### src/rtl/ram2_arbiter_pkg.sv
// Shared encodings and widths for the RAM2 arbiter.
// Imported by the arbiter and its interface.
package ram2_arbiter_pkg;

    localparam int MEM_ADDR_W  = 16;
    localparam int MEM_VALUE_W = 16;

    typedef logic [MEM_ADDR_W-1:0]  mem_addr_t;
    typedef logic [MEM_VALUE_W-1:0] mem_value_t;

    localparam logic [1:0] ST_IDLE  = 2'd0;
    localparam logic [1:0] ST_ISSUE = 2'd1;
    localparam logic [1:0] ST_WAIT  = 2'd2;
    localparam logic [1:0] ST_RESP  = 2'd3;

    localparam logic OWNER_IF  = 1'b0;
    localparam logic OWNER_EXE = 1'b1;

    localparam mem_value_t TIMEOUT_FILL = 16'hFFFF;

endpackage

### src/rtl/ram2_arbiter_if.sv
// Requester, controller and status signals of the RAM2 arbiter.
// slave = arbiter side, master = pipeline/controller side.
interface ram2_arbiter_if #(
    parameter int ADDR_W = ram2_arbiter_pkg::MEM_ADDR_W,
    parameter int DATA_W = ram2_arbiter_pkg::MEM_VALUE_W
);
    logic              if_req;
    logic [ADDR_W-1:0] if_addr;
    logic [DATA_W-1:0] if_rdata;
    logic              if_done;

    logic              exe_req;
    logic              exe_we;
    logic [ADDR_W-1:0] exe_addr;
    logic [DATA_W-1:0] exe_wdata;
    logic [DATA_W-1:0] exe_rdata;
    logic              exe_done;

    logic              mem_start;
    logic              mem_we;
    logic [ADDR_W-1:0] mem_addr;
    logic [DATA_W-1:0] mem_wdata;
    logic [DATA_W-1:0] mem_rdata;
    logic              mem_done;

    logic              busy;
    logic              owner;
    logic              err;

    modport slave (
        input  if_req, if_addr,
        input  exe_req, exe_we, exe_addr, exe_wdata,
        input  mem_rdata, mem_done,
        output if_rdata, if_done,
        output exe_rdata, exe_done,
        output mem_start, mem_we, mem_addr, mem_wdata,
        output busy, owner, err
    );

    modport master (
        output if_req, if_addr,
        output exe_req, exe_we, exe_addr, exe_wdata,
        output mem_rdata, mem_done,
        input  if_rdata, if_done,
        input  exe_rdata, exe_done,
        input  mem_start, mem_we, mem_addr, mem_wdata,
        input  busy, owner, err
    );

endinterface

### src/rtl/ram2_arbiter.sv
// Serialises IF and EXE requests onto the single-port RAM2
// controller; EXE first, with a starvation guard for IF.
module ram2_arbiter #(
    parameter int ADDR_W        = ram2_arbiter_pkg::MEM_ADDR_W,
    parameter int DATA_W        = ram2_arbiter_pkg::MEM_VALUE_W,
    parameter int IF_STARVE_MAX = 4,
    parameter int TIMEOUT_CYC   = 255
) (
    input  logic          clk,
    input  logic          rst,
    ram2_arbiter_if.slave bus
);
    import ram2_arbiter_pkg::*;

    localparam int TO_W = $clog2(TIMEOUT_CYC + 1);
    localparam int SC_W = $clog2(IF_STARVE_MAX + 1);

    localparam logic [TO_W-1:0] TO_LAST = TO_W'(TIMEOUT_CYC - 1);
    localparam logic [SC_W-1:0] SC_MAX  = SC_W'(IF_STARVE_MAX);
    localparam logic [DATA_W-1:0] FILL  = DATA_W'(TIMEOUT_FILL);

    logic [1:0]        state_q, state_d;
    logic              owner_q, owner_d;
    logic              mem_we_q, mem_we_d;
    logic [ADDR_W-1:0] mem_addr_q, mem_addr_d;
    logic [DATA_W-1:0] mem_wdata_q, mem_wdata_d;
    logic [DATA_W-1:0] if_rdata_q, if_rdata_d;
    logic [DATA_W-1:0] exe_rdata_q, exe_rdata_d;
    logic [SC_W-1:0]   starve_q, starve_d;
    logic [TO_W-1:0]   to_cnt_q, to_cnt_d;
    logic              err_q, err_d;
    logic              grant_exe;

    // Next-state, arbitration, latching and read-data capture
    always_comb begin
        state_d     = state_q;
        owner_d     = owner_q;
        mem_we_d    = mem_we_q;
        mem_addr_d  = mem_addr_q;
        mem_wdata_d = mem_wdata_q;
        if_rdata_d  = if_rdata_q;
        exe_rdata_d = exe_rdata_q;
        starve_d    = starve_q;
        to_cnt_d    = to_cnt_q;
        err_d       = err_q;

        // IF only overrides EXE once it has lost IF_STARVE_MAX times
        grant_exe = bus.exe_req &&
                    !(bus.if_req && (starve_q == SC_MAX));

        unique case (state_q)
            ST_IDLE: begin
                starve_d = '0;
                if (bus.exe_req || bus.if_req) begin
                    state_d = ST_ISSUE;
                    if (grant_exe) begin
                        owner_d     = OWNER_EXE;
                        mem_we_d    = bus.exe_we;
                        mem_addr_d  = bus.exe_addr;
                        mem_wdata_d = bus.exe_wdata;
                        if (bus.if_req) begin
                            starve_d = (starve_q == SC_MAX) ?
                                       starve_q : starve_q + 1'b1;
                        end
                    end else begin
                        owner_d     = OWNER_IF;
                        mem_we_d    = 1'b0;
                        mem_addr_d  = bus.if_addr;
                        mem_wdata_d = '0;
                    end
                end
            end
            ST_ISSUE: begin
                to_cnt_d = '0;
                state_d  = ST_WAIT;
            end
            ST_WAIT: begin
                if (bus.mem_done) begin
                    state_d = ST_RESP;
                    if (!mem_we_q) begin
                        if (owner_q == OWNER_EXE) begin
                            exe_rdata_d = bus.mem_rdata;
                        end else begin
                            if_rdata_d = bus.mem_rdata;
                        end
                    end
                end else begin
                    to_cnt_d = to_cnt_q + 1'b1;
                    if (to_cnt_q == TO_LAST) begin
                        state_d = ST_RESP;
                        err_d   = 1'b1;
                        if (!mem_we_q) begin
                            if (owner_q == OWNER_EXE) begin
                                exe_rdata_d = FILL;
                            end else begin
                                if_rdata_d = FILL;
                            end
                        end
                    end
                end
            end
            ST_RESP: begin
                state_d = ST_IDLE;
            end
            default: begin
                state_d = ST_IDLE;
            end
        endcase
    end

    // State registers; reset aborts any transaction in flight
    always_ff @(posedge clk or negedge rst) begin
        if (!rst) begin
            state_q     <= ST_IDLE;
            owner_q     <= OWNER_IF;
            mem_we_q    <= 1'b0;
            mem_addr_q  <= '0;
            mem_wdata_q <= '0;
            if_rdata_q  <= '0;
            exe_rdata_q <= '0;
            starve_q    <= '0;
            to_cnt_q    <= '0;
            err_q       <= 1'b0;
        end else begin
            state_q     <= state_d;
            owner_q     <= owner_d;
            mem_we_q    <= mem_we_d;
            mem_addr_q  <= mem_addr_d;
            mem_wdata_q <= mem_wdata_d;
            if_rdata_q  <= if_rdata_d;
            exe_rdata_q <= exe_rdata_d;
            starve_q    <= starve_d;
            to_cnt_q    <= to_cnt_d;
            err_q       <= err_d;
        end
    end

    assign bus.mem_start = (state_q == ST_ISSUE);
    assign bus.mem_we    = mem_we_q;
    assign bus.mem_addr  = mem_addr_q;
    assign bus.mem_wdata = mem_wdata_q;
    assign bus.if_rdata  = if_rdata_q;
    assign bus.exe_rdata = exe_rdata_q;
    assign bus.if_done   = (state_q == ST_RESP) && (owner_q == OWNER_IF);
    assign bus.exe_done  = (state_q == ST_RESP) && (owner_q == OWNER_EXE);
    assign bus.busy      = (state_q != ST_IDLE);
    assign bus.owner     = owner_q;
    assign bus.err       = err_q;

endmodule

### src/flat_wrapper.sv
// flat-port wrapper written by rule: the top's interface ports become plain ports
module ram2_arbiter_flat import ram2_arbiter_pkg::*;
#(
    parameter int ADDR_W        = ram2_arbiter_pkg::MEM_ADDR_W,
    parameter int DATA_W        = ram2_arbiter_pkg::MEM_VALUE_W,
    parameter int IF_STARVE_MAX = 4,
    parameter int TIMEOUT_CYC   = 255
)
  (clk, rst, bus_if_req, bus_if_addr, bus_exe_req, bus_exe_we, bus_exe_addr, bus_exe_wdata, bus_mem_rdata, bus_mem_done, bus_if_rdata, bus_if_done, bus_exe_rdata, bus_exe_done, bus_mem_start, bus_mem_we, bus_mem_addr, bus_mem_wdata, bus_busy, bus_owner, bus_err);
  ram2_arbiter_if #(.ADDR_W(ADDR_W), .DATA_W(DATA_W)) bus_i ();
  input  logic clk;
  input  logic rst;
  input wire logic [$bits(bus_i.if_req)-1:0] bus_if_req;
  input wire logic [$bits(bus_i.if_addr)-1:0] bus_if_addr;
  input wire logic [$bits(bus_i.exe_req)-1:0] bus_exe_req;
  input wire logic [$bits(bus_i.exe_we)-1:0] bus_exe_we;
  input wire logic [$bits(bus_i.exe_addr)-1:0] bus_exe_addr;
  input wire logic [$bits(bus_i.exe_wdata)-1:0] bus_exe_wdata;
  input wire logic [$bits(bus_i.mem_rdata)-1:0] bus_mem_rdata;
  input wire logic [$bits(bus_i.mem_done)-1:0] bus_mem_done;
  output wire logic [$bits(bus_i.if_rdata)-1:0] bus_if_rdata;
  output wire logic [$bits(bus_i.if_done)-1:0] bus_if_done;
  output wire logic [$bits(bus_i.exe_rdata)-1:0] bus_exe_rdata;
  output wire logic [$bits(bus_i.exe_done)-1:0] bus_exe_done;
  output wire logic [$bits(bus_i.mem_start)-1:0] bus_mem_start;
  output wire logic [$bits(bus_i.mem_we)-1:0] bus_mem_we;
  output wire logic [$bits(bus_i.mem_addr)-1:0] bus_mem_addr;
  output wire logic [$bits(bus_i.mem_wdata)-1:0] bus_mem_wdata;
  output wire logic [$bits(bus_i.busy)-1:0] bus_busy;
  output wire logic [$bits(bus_i.owner)-1:0] bus_owner;
  output wire logic [$bits(bus_i.err)-1:0] bus_err;
  assign bus_i.if_req = bus_if_req;
  assign bus_i.if_addr = bus_if_addr;
  assign bus_i.exe_req = bus_exe_req;
  assign bus_i.exe_we = bus_exe_we;
  assign bus_i.exe_addr = bus_exe_addr;
  assign bus_i.exe_wdata = bus_exe_wdata;
  assign bus_i.mem_rdata = bus_mem_rdata;
  assign bus_i.mem_done = bus_mem_done;
  assign bus_if_rdata = bus_i.if_rdata;
  assign bus_if_done = bus_i.if_done;
  assign bus_exe_rdata = bus_i.exe_rdata;
  assign bus_exe_done = bus_i.exe_done;
  assign bus_mem_start = bus_i.mem_start;
  assign bus_mem_we = bus_i.mem_we;
  assign bus_mem_addr = bus_i.mem_addr;
  assign bus_mem_wdata = bus_i.mem_wdata;
  assign bus_busy = bus_i.busy;
  assign bus_owner = bus_i.owner;
  assign bus_err = bus_i.err;
  ram2_arbiter #(.ADDR_W(ADDR_W), .DATA_W(DATA_W), .IF_STARVE_MAX(IF_STARVE_MAX), .TIMEOUT_CYC(TIMEOUT_CYC)) u_core (.clk(clk), .rst(rst), .bus(bus_i));
endmodule
### config.mk
export PLATFORM = sky130hd
export DESIGN_NAME = ram2_arbiter_flat
export DESIGN_NICKNAME = d
export VERILOG_FILES = /design/src/rtl/ram2_arbiter_pkg.sv /design/src/rtl/ram2_arbiter_if.sv /design/src/rtl/ram2_arbiter.sv /design/src/flat_wrapper.sv
export SDC_FILE = /design/constraint.sdc
export NUM_CORES = 1
export LEC_CHECK = 0
export BUFFER_PORTS_ARGS = -buffer_cell sky130_fd_sc_hd__buf_2
export CAP_MARGIN = 40
export CORE_ASPECT_RATIO = 2
export CORE_MARGIN = 2
export CORE_UTILIZATION = 50
export CTS_CLUSTER_DIAMETER = 30
export DETAILED_ROUTE_END_ITERATION = 10
export PLACE_DENSITY_LB_ADDON = 0.25
export SKIP_LAST_GASP = 1
export SLEW_MARGIN = 10
export SYNTH_ARGS = -nofsm -noshare
export SYNTH_HDL_FRONTEND = slang
export SYNTH_SLANG_ARGS = --single-unit
### constraint.sdc
create_clock -name clk -period 2.1 [get_ports clk]
set_input_delay 0.21 -clock clk [delete_from_list [all_inputs] [get_ports clk]]
set_output_delay 0.21 -clock clk [all_outputs]
set_load 0.02 [all_outputs]
**Word level (Yosys, flattened, before mapping)**

Index checks and enable logic that the tools add are counted.

- Output and inout bits: 71
- Bits in registers: 80
- Word-level logic and storage cells: 67
- Input bits: 70

- Reductions and logical operators: 17
- $add $sub $neg: 2
- Eq/ne operators: 9
- Muxes and demuxes: 26
- Bitwise operators: 3

Operators with widths:

| operator | number |
|---|---|
| $mux 16 | 14 |
| $pmux 8 s2 | 1 |
| $mux 3 | 4 |
| $add 8x1->8 const B | 1 |
| $eq 8x8->1 const B | 1 |
| $mux 8 | 1 |
| $pmux 2 s4 | 1 |
| $reduce_and 2->1 | 4 |
| $reduce_and 4->1 | 2 |
| $mux 2 | 3 |
| $reduce_bool 2->1 | 3 |
| $eq 2x2->1 const B | 2 |
| $logic_and 1x1->1 | 4 |
| $ne 4x4->1 const B | 1 |
| $add 3x1->3 const B | 1 |
| $eq 3x3->1 const B | 1 |
| $ne 3x2->1 const B | 1 |
| $not 1->1 | 3 |
| $reduce_and 3->1 | 1 |
| $eq 2x1->1 const B | 1 |
| $logic_not 2->1 | 1 |
| $mux 1 | 2 |
| $ne 2x1->1 const B | 1 |
| $ne 2x2->1 const B | 1 |
| other kinds (2) | 2 |

**Longest topological paths before layout**

- Word-level depth: 6
- Depth in mapped cells: 8
- Depth with buffers taken out: 5

**Worst setup path after synthesis**

OpenSTA, ideal clock, no wires.

- Path type: register to register
- From: register u_core.state_q[0]
- To: register u_core.exe_rdata_q[10], in the netlist u_core.bus.exe_rdata[10]
- Arrival: 1.450 ns
- Library setup time: 0.124 ns
- Data required time: 1.976 ns
- Setup slack: 0.526 ns
- Cell stages (with the launch flop): 9
- Period minus slack after synthesis: 1.574 ns
- Path buffers: 3
- Cells stage by stage: dfrtp_1 inv_1 ha_1 buf_4 and3b_1 clkbuf_2 buf_2 o22ai_1 nor2_1

- Longest elaborated chain between the ends: 2

Ends and longest elaborated chain:

| item | line | source |
|---|---|---|
| start, declared | ram2_arbiter.sv:22 | `logic [1:0] state_q, state_d;` |
| start signal, assigned | ram2_arbiter.sv:125 | `state_q <= state_d;` |
| $eq 2x2->1 | ram2_arbiter.sv:51 | `unique case (state_q)` |
| $reduce_and 4->1 (no line) | -- |  |
| end signal, assigned | ram2_arbiter.sv:131 | `exe_rdata_q <= exe_rdata_d;` |
| end, declared | ram2_arbiter.sv:28 | `logic [DATA_W-1:0] exe_rdata_q, exe_rdata_d;` |

Every way passes these cells.
A chain may end at the register's enable or synchronous reset.

**Worst setup path in the final report**

- From: register u_core.state_q[0]
- To: output bus_busy

- Longest elaborated chain between the ends: 1

Ends and longest elaborated chain:

| item | line | source |
|---|---|---|
| $reduce_bool 2->1 | ram2_arbiter.sv:146 | `assign bus.busy = (state_q != ST_IDLE);` |
| end, declared | flat_wrapper.sv:29 | `output wire logic [$bits(bus_i.busy)-1:0] bus_busy;` |

Every way passes these cells.

==> out/results.txt <==
status: finished clean
number of global-route vias before repair: 3381
commonest non-fill, non-tap cell in the layout: buf_2
initial core utilization: 51.1%
Tmin final: 1930 ps
CTS sink cnt: 80
Worst-Margin Slew: 695 ps
Register Area: 0.00200 sq mm
Hold Fails Final Rpt: 0
most frequent cells in the layout: buf_2 (139), dfrtp_1 (80), nand2_1 (40)
largest net degree at the start of global routing: 45
Cell Pwr Density: 1560 mW/mm^2
Final Max Slew Viols: 0
Hold Path Origin: bus_exe_wdata[12]
Post-synth ARST share: 100%
H-tree levels: 3
Worst VDD drop: 0.000877 V
final WL: 10000 microns
Layout area overhead: 26.2%
worst path arrival time: 1720 ps
Top Ports: 141
Final #Nets: 577
# DRC: 0
average size of a mapped cell: 10.5 sq um
Setup TNS Final: 0 ps
Worst-Skew Late Latency: 330 ps
relative slew slack: 53.7%
total power: 7.56 mW
register area share after synthesis: 52.0%
Worst EP required: 1890 ps
Fillers: 641
CORE AREA: 0.00754 sq mm
vias: 3519
share of layout cells above drive strength 1: 35.0%
Synth Net Count: 447
first-pass GRT wire length: 16100 microns
Netlist cell types: 44
Synth Register Bits: 80
hold depth: 2
die footprint: 0.00847 sq mm
DR pass1 iterations: 6
initial antenna violation count: 0
Max-cap violations: 0
Most Frequent Cell on Critical Path: inv_1
die width: 66.1 microns
worst hold path type: in -> reg
max incr delay on CP: 410 ps
First DRT Iteration DRCs: 336
Post-Route Utilization: 64.5%
post-route clock period utilization: 91.7%
crit path kind: reg -> out
Synth Instances: 368
CTS tree: yes
reg2reg path depth: 5
Post-synth EDFFs: 0
Multi-input gate area: 0.00161 sq mm
Setup violations, final: 0
critical path capture point type: primary output
gr usage total: 24.6%
routed wire length per instance: 16.8 microns
end of the worst register-to-register path: u_core.state_q[0]
Slowest cell on crit path: dfrtp_1
critical-path maximum fanout: 13
Setup Skew: 6.65 ps
vias per cell: 5.89
die extent in y: 128 microns
f_max: 519 MHz
Reg2Reg Setup Slack: 230 ps
I/O Buffers: 140
final RePlAce weighted congestion: 0.771
root buf cell: clkbuf_16
Leak: 2.41 nW
Worst-path clk slew: 60 ps
RSZ-0062 raised after global routing: false
Most used DFF post-synth: dfrtp_1
crit path cell chain: inv_1 > ha_1 > buf_4 > inv_1 > buf_2
Post-DP HPWL: 7010 microns
diode count: 0
CTS Buffer Depth: 2
mapped cell area: 0.00385 sq mm
yosys warns: 0
Worst Setup Start Kind: flip-flop
FF-to-FF Start: u_core.state_q[0]
number of cell rows: 45
Post-DRT Antenna Nets: 0
total grt overflow: 0
CTS Buf Count: 9
Hold EP: u_core.bus.mem_wdata[12]
critical path: cells and delay by family, from the launching register on:
family     cells  cell delay, ps
fa+ha+maj      1             360
buf+inv        4             600
flops          1             410
worst max path at each step:
stage          cells past startpoint               from                       end
6_report                           5  u_core.state_q[0]                  bus_busy
4_1_cts                            5  u_core.state_q[0]                  bus_busy
3_5_place_dp                       5  u_core.state_q[0]    u_core.bus.mem_addr[6]
3_3_place_gp                       5  u_core.state_q[0]   u_core.bus.mem_addr[15]
5_1_grt                            5  u_core.state_q[0]                  bus_busy
2_1_floorplan                      8  u_core.state_q[0]  u_core.bus.exe_rdata[10]
cell type report:
type / count / area share [%]
Inverter: 6 / 0.463
Sequential cell: 80 / 41.2
Clock inverter: 6 / 1.23
Tap cell: 94 / 2.42
Timing Repair Buffer: 154 / 16.9
Multi-Input combinational cell: 247 / 33.1
Clock buffer: 10 / 4.71
what timing repair did:
item	CTS	global route
hold endpoints to repair	43	0
hold buffers	1	0
setup buffers	0	0
gates resized for setup	0	0
sequential cells by signal, summed over array words and instances, names as in the netlist:
name / cells
u_core.bus.err: 1
u_core.bus.exe_rdata: 16
u_core.bus.if_rdata: 16
u_core.bus.mem_addr: 16
u_core.bus.mem_wdata: 16
u_core.bus.mem_we: 1
u_core.bus.owner: 1
u_core.starve_q: 3
u_core.state_q: 2
u_core.to_cnt_q: 8
cell families (layout without fill, tap and decap cells):
| kind of cell | Yosys count | after routing | share of synthesized area [%] |
|---|---|---|---|
| AND/OR/NAND/NOR | 120 | 120 | 16.1 |
| buffers and inverters | 41 | 176 | 6.27 |
| adder cells (fa/ha/maj) | 9 | 9 | 2.92 |
| flip-flops | 80 | 80 | 52.0 |
| multiplexers | 4 | 4 | 1.04 |
| AO/OA/AOI/OAI | 114 | 114 | 21.7 |
cell usage after synthesis (4+ instances only):
library cell | count | area share, %
dfrtp_1 | 80 | 52
nand2_1 | 40 | 3.9
a211oi_1 | 34 | 6.6
o22ai_1 | 34 | 5.5
nor2_1 | 32 | 3.1
nand4_1 | 21 | 3.4
a22o_1 | 17 | 3.9
o211ai_1 | 17 | 3.3
buf_2 | 12 | 1.6
ha_1 | 9 | 2.9
buf_4 | 7 | 1.4
clkbuf_1 | 7 | 0.68
buf_6 | 6 | 1.8
inv_1 | 6 | 0.58
nand3_1 | 6 | 0.78
mux2i_1 | 4 | 1.0
where the power goes:
group	leakage, nW	switching [mW]	internal [mW]
registers	1.05	0.467	2.20
clock network	0.138	0.597	0.913
logic	1.22	2.08	1.31
total	2.41	3.15	4.42
per-stage QoR:
step           setup slack (ps)  instance area [sq um]  std cells  hold slack (ps)
2_1_floorplan               526                   3850        368            -85.6
3_3_place_gp                375                   4560        580              250
3_5_place_dp                252                   4560        580              254
4_1_cts                     156                   4860        597             74.7
5_1_grt                    24.3                   4860        597             84.1
6_report                    174                   4860        597             89.8
metal layers:
metal | routed length, microns | vias up | global-route usage (%)
li1 | - | 1635 | -
met1 | 3770 | 1706 | 29.3
met2 | 5400 | 166 | 42.4
met3 | 673 | 12 | 5.62
met4 | 190 | 0 | 9.36
met5 | 0 | - | 0
Power figures use the tool's default switching activity.
